File: src/rtl/hazard_field.sv
`default_nettype none
// ============================================================================
// Module   : hazard_field
// Purpose  : Manages NUM_HAZARDS hazard slots on the snake playfield. Hazards
//            spawn at pseudo-random free cells chosen by a 32-bit Galois LFSR.
//            Each hazard ages out after LIFETIME play cycles. A head collision
//            produces a one-cycle length-reduction pulse and opens an
//            immunity window.
// Ports    : clk           - system clock
//            rst           - asynchronous active-low reset
//            game_status   - 00 RESTART, 01 START, 10 PLAY, 11 as START
//            head_x/head_y - snake head coordinates
//            haz_x/haz_y   - packed slot coordinates, slot i at [i*COORD_W +: COORD_W]
//            haz_active    - per-slot active flags
//            hazard_count  - number of active slots
//            reduce_length - one-cycle pulse per hit
//            hit_index     - slot index of the most recent hit
//            immune        - high during the recovery window
// Revision : 1.0 - initial release
// ============================================================================
module hazard_field #(
  parameter int          NUM_HAZARDS    = 4,
  parameter int          COORD_W        = 6,
  parameter int          X_MAX          = 37,
  parameter int          Y_MAX          = 27,
  parameter int          SPAWN_INTERVAL = 25_000_000,
  parameter int          LIFETIME       = 100_000_000,
  parameter int          RECOVERY       = 5_000_000,
  parameter logic [31:0] LFSR_SEED      = 32'hACE12468
) (
  input  logic                           clk,
  input  logic                           rst,
  input  logic [1:0]                     game_status,
  input  logic [COORD_W-1:0]             head_x,
  input  logic [COORD_W-1:0]             head_y,
  output logic [NUM_HAZARDS*COORD_W-1:0] haz_x,
  output logic [NUM_HAZARDS*COORD_W-1:0] haz_y,
  output logic [NUM_HAZARDS-1:0]         haz_active,
  output logic [4:0]                     hazard_count,
  output logic                           reduce_length,
  output logic [3:0]                     hit_index,
  output logic                           immune
);

  localparam int c_TMR_W = (SPAWN_INTERVAL > 1) ? $clog2(SPAWN_INTERVAL) : 1;
  localparam int c_AGE_W = (LIFETIME > 1) ? $clog2(LIFETIME) : 1;
  localparam int c_REC_W = (RECOVERY > 1) ? $clog2(RECOVERY) : 1;

  localparam logic [c_TMR_W-1:0] c_TMR_LAST  = c_TMR_W'((SPAWN_INTERVAL > 0) ? SPAWN_INTERVAL - 1 : 0);
  localparam logic [c_AGE_W-1:0] c_AGE_LAST  = c_AGE_W'((LIFETIME > 0) ? LIFETIME - 1 : 0);
  localparam logic [c_REC_W-1:0] c_REC_LAST  = c_REC_W'((RECOVERY > 0) ? RECOVERY - 1 : 0);
  localparam logic               c_EXPIRY_EN = (LIFETIME > 0);

  // Right-shifting Galois form of x^32 + x^22 + x^2 + x + 1
  localparam logic [31:0] c_LFSR_TAPS  = 32'h8020_0003;
  localparam logic [1:0]  c_GS_RESTART = 2'b00;
  localparam logic [1:0]  c_GS_PLAY    = 2'b10;

  // Registered state
  logic [31:0]            r_lfsr;
  logic [c_TMR_W-1:0]     r_timer;
  logic [COORD_W-1:0]     r_x   [NUM_HAZARDS];
  logic [COORD_W-1:0]     r_y   [NUM_HAZARDS];
  logic [c_AGE_W-1:0]     r_age [NUM_HAZARDS];
  logic [NUM_HAZARDS-1:0] r_active;
  logic [4:0]             r_count;
  logic                   r_reduce;
  logic [3:0]             r_hit_idx;
  logic                   r_immune;
  logic [c_REC_W-1:0]     r_rec;

  // Combinational decode
  logic                   w_play;
  logic                   w_restart;
  logic [31:0]            w_lfsr_nxt;
  logic [15:0]            w_mod_x;
  logic [15:0]            w_mod_y;
  logic [COORD_W-1:0]     w_cand_x;
  logic [COORD_W-1:0]     w_cand_y;
  logic [NUM_HAZARDS-1:0] w_match;
  logic [NUM_HAZARDS-1:0] w_expire;
  logic [NUM_HAZARDS-1:0] w_hit_oh;
  logic [NUM_HAZARDS-1:0] w_free_oh;
  logic [NUM_HAZARDS-1:0] w_active_nxt;
  logic                   w_hit_any;
  logic                   w_free_any;
  logic                   w_occupied;
  logic                   w_head_on_cand;
  logic                   w_hit;
  logic                   w_spawn;
  logic [3:0]             w_hit_idx;
  logic [4:0]             w_count_nxt;

  assign w_play     = (game_status == c_GS_PLAY);
  assign w_restart  = (game_status == c_GS_RESTART);
  assign w_lfsr_nxt = {1'b0, r_lfsr[31:1]} ^ (r_lfsr[0] ? c_LFSR_TAPS : 32'h0);

  // Candidate cell from the current LFSR value, mapped into 1..MAX
  assign w_mod_x  = r_lfsr[15:0]  % 16'(X_MAX);
  assign w_mod_y  = r_lfsr[31:16] % 16'(Y_MAX);
  assign w_cand_x = COORD_W'(w_mod_x + 16'd1);
  assign w_cand_y = COORD_W'(w_mod_y + 16'd1);

  // Per-slot match/expiry flags and lowest-index priority picks. The hit and
  // free-slot picks both use the pre-edge active mask, so a spawn can never
  // land in a slot that is being cleared on the same edge.
  always_comb begin
    w_match    = '0;
    w_expire   = '0;
    w_occupied = 1'b0;
    w_hit_oh   = '0;
    w_hit_any  = 1'b0;
    w_hit_idx  = '0;
    w_free_oh  = '0;
    w_free_any = 1'b0;
    for (int i = 0; i < NUM_HAZARDS; i++) begin
      w_match[i]  = r_active[i] && (r_x[i] == head_x) && (r_y[i] == head_y);
      w_expire[i] = c_EXPIRY_EN && r_active[i] && (r_age[i] == c_AGE_LAST);
      if (r_active[i] && (r_x[i] == w_cand_x) && (r_y[i] == w_cand_y)) begin
        w_occupied = 1'b1;
      end
      if (w_match[i] && !w_hit_any) begin
        w_hit_any   = 1'b1;
        w_hit_oh[i] = 1'b1;
        w_hit_idx   = 4'(i);
      end
      if (!r_active[i] && !w_free_any) begin
        w_free_any   = 1'b1;
        w_free_oh[i] = 1'b1;
      end
    end
  end

  // Next active mask and its population count. The count is registered from
  // the same next-state mask so it always agrees with haz_active.
  always_comb begin
    w_head_on_cand = (head_x == w_cand_x) && (head_y == w_cand_y);
    w_hit          = w_play && !r_immune && w_hit_any;
    w_spawn        = w_play && (r_timer == c_TMR_LAST) && w_free_any &&
                     !w_head_on_cand && !w_occupied;
    w_active_nxt   = r_active;
    if (w_restart) begin
      w_active_nxt = '0;
    end else if (w_play) begin
      // A hit and an expiry on the same slot both clear it; the hit still
      // produces its pulse because w_hit does not depend on expiry.
      w_active_nxt = r_active & ~w_expire;
      if (w_hit) begin
        w_active_nxt = w_active_nxt & ~w_hit_oh;
      end
      if (w_spawn) begin
        w_active_nxt = w_active_nxt | w_free_oh;
      end
    end
    w_count_nxt = '0;
    for (int i = 0; i < NUM_HAZARDS; i++) begin
      w_count_nxt = w_count_nxt + 5'(w_active_nxt[i]);
    end
  end

  always_ff @(posedge clk or negedge rst) begin
    if (!rst) begin
      r_lfsr    <= LFSR_SEED;
      r_timer   <= '0;
      r_active  <= '0;
      r_count   <= '0;
      r_reduce  <= 1'b0;
      r_hit_idx <= '0;
      r_immune  <= 1'b0;
      r_rec     <= '0;
      for (int i = 0; i < NUM_HAZARDS; i++) begin
        r_x[i]   <= '0;
        r_y[i]   <= '0;
        r_age[i] <= '0;
      end
    end else begin
      // LFSR free-runs in every mode and is not reloaded by RESTART
      r_lfsr   <= w_lfsr_nxt;
      r_active <= w_active_nxt;
      r_count  <= w_count_nxt;
      r_reduce <= w_hit;
      if (w_restart) begin
        r_timer   <= '0;
        r_hit_idx <= '0;
        r_immune  <= 1'b0;
        r_rec     <= '0;
        for (int i = 0; i < NUM_HAZARDS; i++) begin
          r_x[i]   <= '0;
          r_y[i]   <= '0;
          r_age[i] <= '0;
        end
      end else if (w_play) begin
        // Timer parks at its terminal count until a candidate is accepted
        if (w_spawn) begin
          r_timer <= '0;
        end else if (r_timer != c_TMR_LAST) begin
          r_timer <= r_timer + c_TMR_W'(1);
        end
        for (int i = 0; i < NUM_HAZARDS; i++) begin
          if (w_spawn && w_free_oh[i]) begin
            r_x[i]   <= w_cand_x;
            r_y[i]   <= w_cand_y;
            r_age[i] <= '0;
          end else if (r_active[i]) begin
            r_age[i] <= r_age[i] + c_AGE_W'(1);
          end
        end
        if (w_hit) begin
          r_hit_idx <= w_hit_idx;
          r_immune  <= 1'b1;
          r_rec     <= '0;
        end else if (r_immune) begin
          if (r_rec == c_REC_LAST) begin
            r_immune <= 1'b0;
          end else begin
            r_rec <= r_rec + c_REC_W'(1);
          end
        end
      end
      // START / 11: state frozen apart from the LFSR and the pulse clearing
    end
  end

  generate
    for (genvar g = 0; g < NUM_HAZARDS; g++) begin : g_pack
      assign haz_x[g*COORD_W +: COORD_W] = r_x[g];
      assign haz_y[g*COORD_W +: COORD_W] = r_y[g];
    end
  endgenerate

  assign haz_active    = r_active;
  assign hazard_count  = r_count;
  assign reduce_length = r_reduce;
  assign hit_index     = r_hit_idx;
  assign immune        = r_immune;

endmodule
`default_nettype wire

File: config.mk
export PLATFORM = sky130hd
export DESIGN_NAME = hazard_field
export DESIGN_NICKNAME = d
export VERILOG_FILES = /design/src/rtl/hazard_field.sv
export SDC_FILE = /design/constraint.sdc
export NUM_CORES = 1
export LEC_CHECK = 0
export ABC_AREA = 1
export ABC_CLOCK_PERIOD_IN_PS = 12170
export BUFFER_PORTS_ARGS = -buffer_cell sky130_fd_sc_hd__buf_4
export CAP_MARGIN = 20
export CORE_MARGIN = 5
export CORE_UTILIZATION = 47
export CTS_CLUSTER_SIZE = 40
export DETAILED_ROUTE_END_ITERATION = 10
export GPL_ROUTABILITY_DRIVEN = 0
export GPL_TIMING_DRIVEN = 0
export HOLD_SLACK_MARGIN = 0.15
export PLACE_DENSITY_LB_ADDON = 0.2
export SYNTH_ARGS = -nofsm -noshare
export SYNTH_HDL_FRONTEND = slang
export SYNTH_SLANG_ARGS = --single-unit
File: constraint.sdc
create_clock -name clk -period 12.17 [get_ports clk]
set_input_delay 1.217 -clock clk [delete_from_list [all_inputs] [get_ports clk]]
set_output_delay 1.217 -clock clk [all_outputs]
set_load 0.005 [all_outputs]
==> run summary <==
LOGIC SYNTHESIS
------------------------------------------------------------------------------------
Post-synth EDFFs ......................................................            0
List of most frequent post-synthesis cells ............................ sky130_fd_sc_hd__nand2_1, sky130_fd_sc_hd__inv_1, sky130_fd_sc_hd__nand3_1
Synth cell types ......................................................           69
Number of warnings reported in the yosys synthesis log ................            0
Share of flip-flops with an asynchronous set or reset after synthesis .         100%
Area fraction of the dominant cell type after synthesis ...............        29.4%
Main synth FF type .................................................... sky130_fd_sc_hd__dfrtp_1
Cell types with the largest area share after synthesis ................ sky130_fd_sc_hd__dfrtp_1, sky130_fd_sc_hd__nand2_1, sky130_fd_sc_hd__inv_1, sky130_fd_sc_hd__nand3_1, sky130_fd_sc_hd__xor2_1
Proportion of synthesized chip area in sequential cells ...............        31.1%
Post-Syn Area per Cell ................................................    7.05 um^2
FF+latch count, synth .................................................          247
Synth Cell Area .......................................................  0.0199 mm^2
Post-synthesis cell type with the largest combined area ............... sky130_fd_sc_hd__dfrtp_1
Most used standard cell by instance count after synthesis ............. sky130_fd_sc_hd__nand2_1
Synth Instances .......................................................        2,824

JOB
------------------------------------------------------------------------------------
Maximum Capacitance Violations ........................................            0

CLOCK NETWORK
------------------------------------------------------------------------------------
Source-to-sink clock delay at the later pin of the worst-skew pair ....      0.59 ns
Clock buffers created by TritonCTS ....................................           31
Sinks on Clock Net ....................................................          247
Clock Tree Buf Depth ..................................................            3
Root buffer selected by CTS ........................................... sky130_fd_sc_hd__clkbuf_16
CTS tree ..............................................................         done
Number of H-tree branching levels .....................................            1
Clock slew at reported path FFs .......................................      0.06 ns

POWER
------------------------------------------------------------------------------------
Power per standard cell area .......................................... 90.6 mW/mm^2
Worst voltage drop across the vdd grid ................................     0.110 mV
Final Total Pwr .......................................................      2.02 mW
Static leakage ........................................................      10.8 nW

GRT
------------------------------------------------------------------------------------
Total track usage .....................................................        23.6%
Largest net degree at the start of global routing .....................          123
Overall overflow remaining after global route .........................            0
Antenna violations before repair ......................................            1
First-pass GRT wire length ............................................    93,100 um
Number of global-route vias before repair .............................       18,500

CRITICAL PATH
------------------------------------------------------------------------------------
Slowest-stage cell, CP ................................................ sky130_fd_sc_hd__dfstp_2
Worst setup path category ............................................. flip-flop to flip-flop
Worst endpoint data arrival time ......................................     11.53 ns
Crit path launch type .................................................    flip-flop
Required time of the worst setup path .................................     12.65 ns
Crit Path Max Fanout ..................................................           10
Slowest cell delay on critical path ...................................      0.56 ns
Capturing element type of the critical path ...........................    flip-flop
Most prevalent standard cell on the critical path ..................... sky130_fd_sc_hd__nand2_1

STA
------------------------------------------------------------------------------------
Shortest clock period the worst path allows after layout ..............     11.05 ns
Worst Hold Margin .....................................................     0.380 ns
Maximum clock rate ....................................................     90.5 MHz
Count of final max-slew check failures ................................            0
Final critical-path share of the clock period .........................        90.8%
Final Hold Fails ......................................................            0
Worst slew margin relative to its limit ...............................        40.2%
Max Clock Skew ........................................................    0.0260 ns
Worst Tran Pin Value ..................................................     0.894 ns
Final setup violation count ...........................................            0
Setup_tns .............................................................         0 ns
RSZ-0062 raised after global routing ..................................           no

ROUTING
------------------------------------------------------------------------------------
Total length of routed met2 wires .....................................    25,800 um
Count of unresolved DRC violations after routing ......................            0
Number of vias in the routed layout ...................................       19,300
Met1 Wirelength .......................................................    24,500 um
Total wire length after detailed routing ..............................    56,300 um
Pre-antenna DRT Iters .................................................            5
Antenna viol nets, final ..............................................            0
Via-to-Cell Ratio .....................................................         5.52
Uppermost routed layer ................................................         met5
Routed WL per cell ....................................................      16.1 um
Amount of wire on met3 after detailed routing .........................      3720 um
DRT iter0 DRCs ........................................................        1,561

HOLD PATH
------------------------------------------------------------------------------------
Hold Path Class ....................................................... flip-flop to flip-flop

FLOORPLAN
------------------------------------------------------------------------------------
I/O pins ..............................................................           79
Height of the die .....................................................       216 um
Starting Density ......................................................        47.5%
Die Area ..............................................................  0.0466 mm^2
Placeable core area ...................................................  0.0419 mm^2
Width of the die ......................................................       216 um
Row count .............................................................           75

PLACE
------------------------------------------------------------------------------------
Half-perimeter wire length of the detailed placement result ...........    43,400 um
Placed Cells incl. Taps ...............................................        3,437
IO buf count ..........................................................           69

STATUS
------------------------------------------------------------------------------------
Status ................................................................ finished clean

LAYOUT
------------------------------------------------------------------------------------
Finished Layout Cells .................................................        3,494
Relative area change from synthesis to final layout ...................        12.3%
Antenna diode count ...................................................            0
Number of fill cells in the layout ....................................        4,110
Number of nets in the finished design .................................        2,966
Share of post-route cells with drive strength above 1 .................        15.6%

## report_power, final
| part | internal (mW) | total (mW) | switching, mW | leakage, nW |
|---|---|---|---|---|
| Sequential | 0.831 | 0.840 | 0.00950 | 3.37 |
| Clock | 0.663 | 1.04 | 0.377 | 0.567 |
| Combinational | 0.0443 | 0.144 | 0.0993 | 6.88 |
| Total | 1.54 | 2.02 | 0.486 | 10.8 |
## per-layer routing
metal	up-vias	track usage, %
li1	9498	-
met1	9034	31.5
met2	619	38.8
met3	141	4.01
met4	2	8.13
met5	-	0
## cells by family (layout without fill, tap and decap cells)
logic type	Yosys count	after routing	synth area share (%)
AO/OA/AOI/OAI	282	282	8.89
XOR/XNOR	180	180	8.00
adder cells (fa/ha/maj)	19	19	1.23
buffers and inverters	453	581	10.1
flip-flops	247	247	31.1
multiplexers	1	1	0.0503
other	1	4	0.0188
AND/OR/NAND/NOR	1641	1641	40.6
## cells in the final DEF, fill, tap and decap left out, types with 18 or more instances in the layout
master and n:
sky130_fd_sc_hd__buf_4 86, sky130_fd_sc_hd__inv_1 345, sky130_fd_sc_hd__nand3_1 257, sky130_fd_sc_hd__nand2_4 27, sky130_fd_sc_hd__inv_2 33, sky130_fd_sc_hd__o21ai_0 51
sky130_fd_sc_hd__nor2_1 238, sky130_fd_sc_hd__o21ai_1 116, sky130_fd_sc_hd__nand2_2 103, sky130_fd_sc_hd__clkbuf_16 31, sky130_fd_sc_hd__dfrtp_1 234, sky130_fd_sc_hd__xnor2_1 39
sky130_fd_sc_hd__o21ai_2 20, sky130_fd_sc_hd__xor2_1 139, sky130_fd_sc_hd__nand4_1 147, sky130_fd_sc_hd__nor4_1 30, sky130_fd_sc_hd__nand2_1 658, sky130_fd_sc_hd__nor3_1 79
sky130_fd_sc_hd__a21oi_1 23, sky130_fd_sc_hd__ha_1 18, sky130_fd_sc_hd__nand3_2 30
## worst paths after layout
kind	endpoint	slack (ns)	start	cells after the start
worst max-delay path	hazard_count[1]	1.12	r_lfsr[27]	88
worst min-delay path	r_lfsr[5]	0.38	r_lfsr[6]	0
worst max register to register	hazard_count[1]	1.12	r_lfsr[27]	88
worst min register to register	r_lfsr[5]	0.38	r_lfsr[6]	0
max in group asynchronous	r_age[54]	10.36	rst	3
min in group asynchronous	r_lfsr[17]	0.47	rst	1
## area by class of cell
type	instances	area [um^2]	share of cell area [%]
multi-input cells	2127	11700	52.4
flip-flops and latches	247	6200	27.7
inverters	387	1470	6.56
clock buffers	39	846	3.78
well taps	539	674	3.02
repair buffers	72	588	2.63
plain buffers	65	541	2.42
clock inverters	18	322	1.44
## critical path: cells and delay by family, from the launching register on
family          cells  cell delay [ns]
simple gates       71             7.66
fa+ha+maj           6             1.45
compound gates      3             0.62
buf+inv             8             0.58
flops               1             0.56
## sequential cells by signal (all words and copies together) (netlist names)
name / flops
haz_active: 4
immune: 1
hit_index: 2
r_rec: 23
reduce_length: 1
haz_x: 24
hazard_count: 3
r_lfsr: 32
r_timer: 25
r_age: 108
haz_y: 24
## per-stage QoR
stage / setup slack, ns / utilization [%] / area (um^2)
2_1_floorplan: 2.86 / - / 19900
3_3_place_gp: 1.49 / 50.3 / 21100
3_5_place_dp: 1.15 / 50.5 / 21200
4_1_cts: 1.10 / 53.3 / 22300
5_1_grt: 0.0176 / 53.3 / 22400
6_report: 1.12 / 53.3 / 22400
## what timing repair did
action	CTS	global route
endpoints found under the hold margin	0	0
endpoints found under the setup margin	0	3
gates resized for setup	0	3
setup buffers	0	1
hold buffers	0	0
Power figures use the tool's default switching activity.
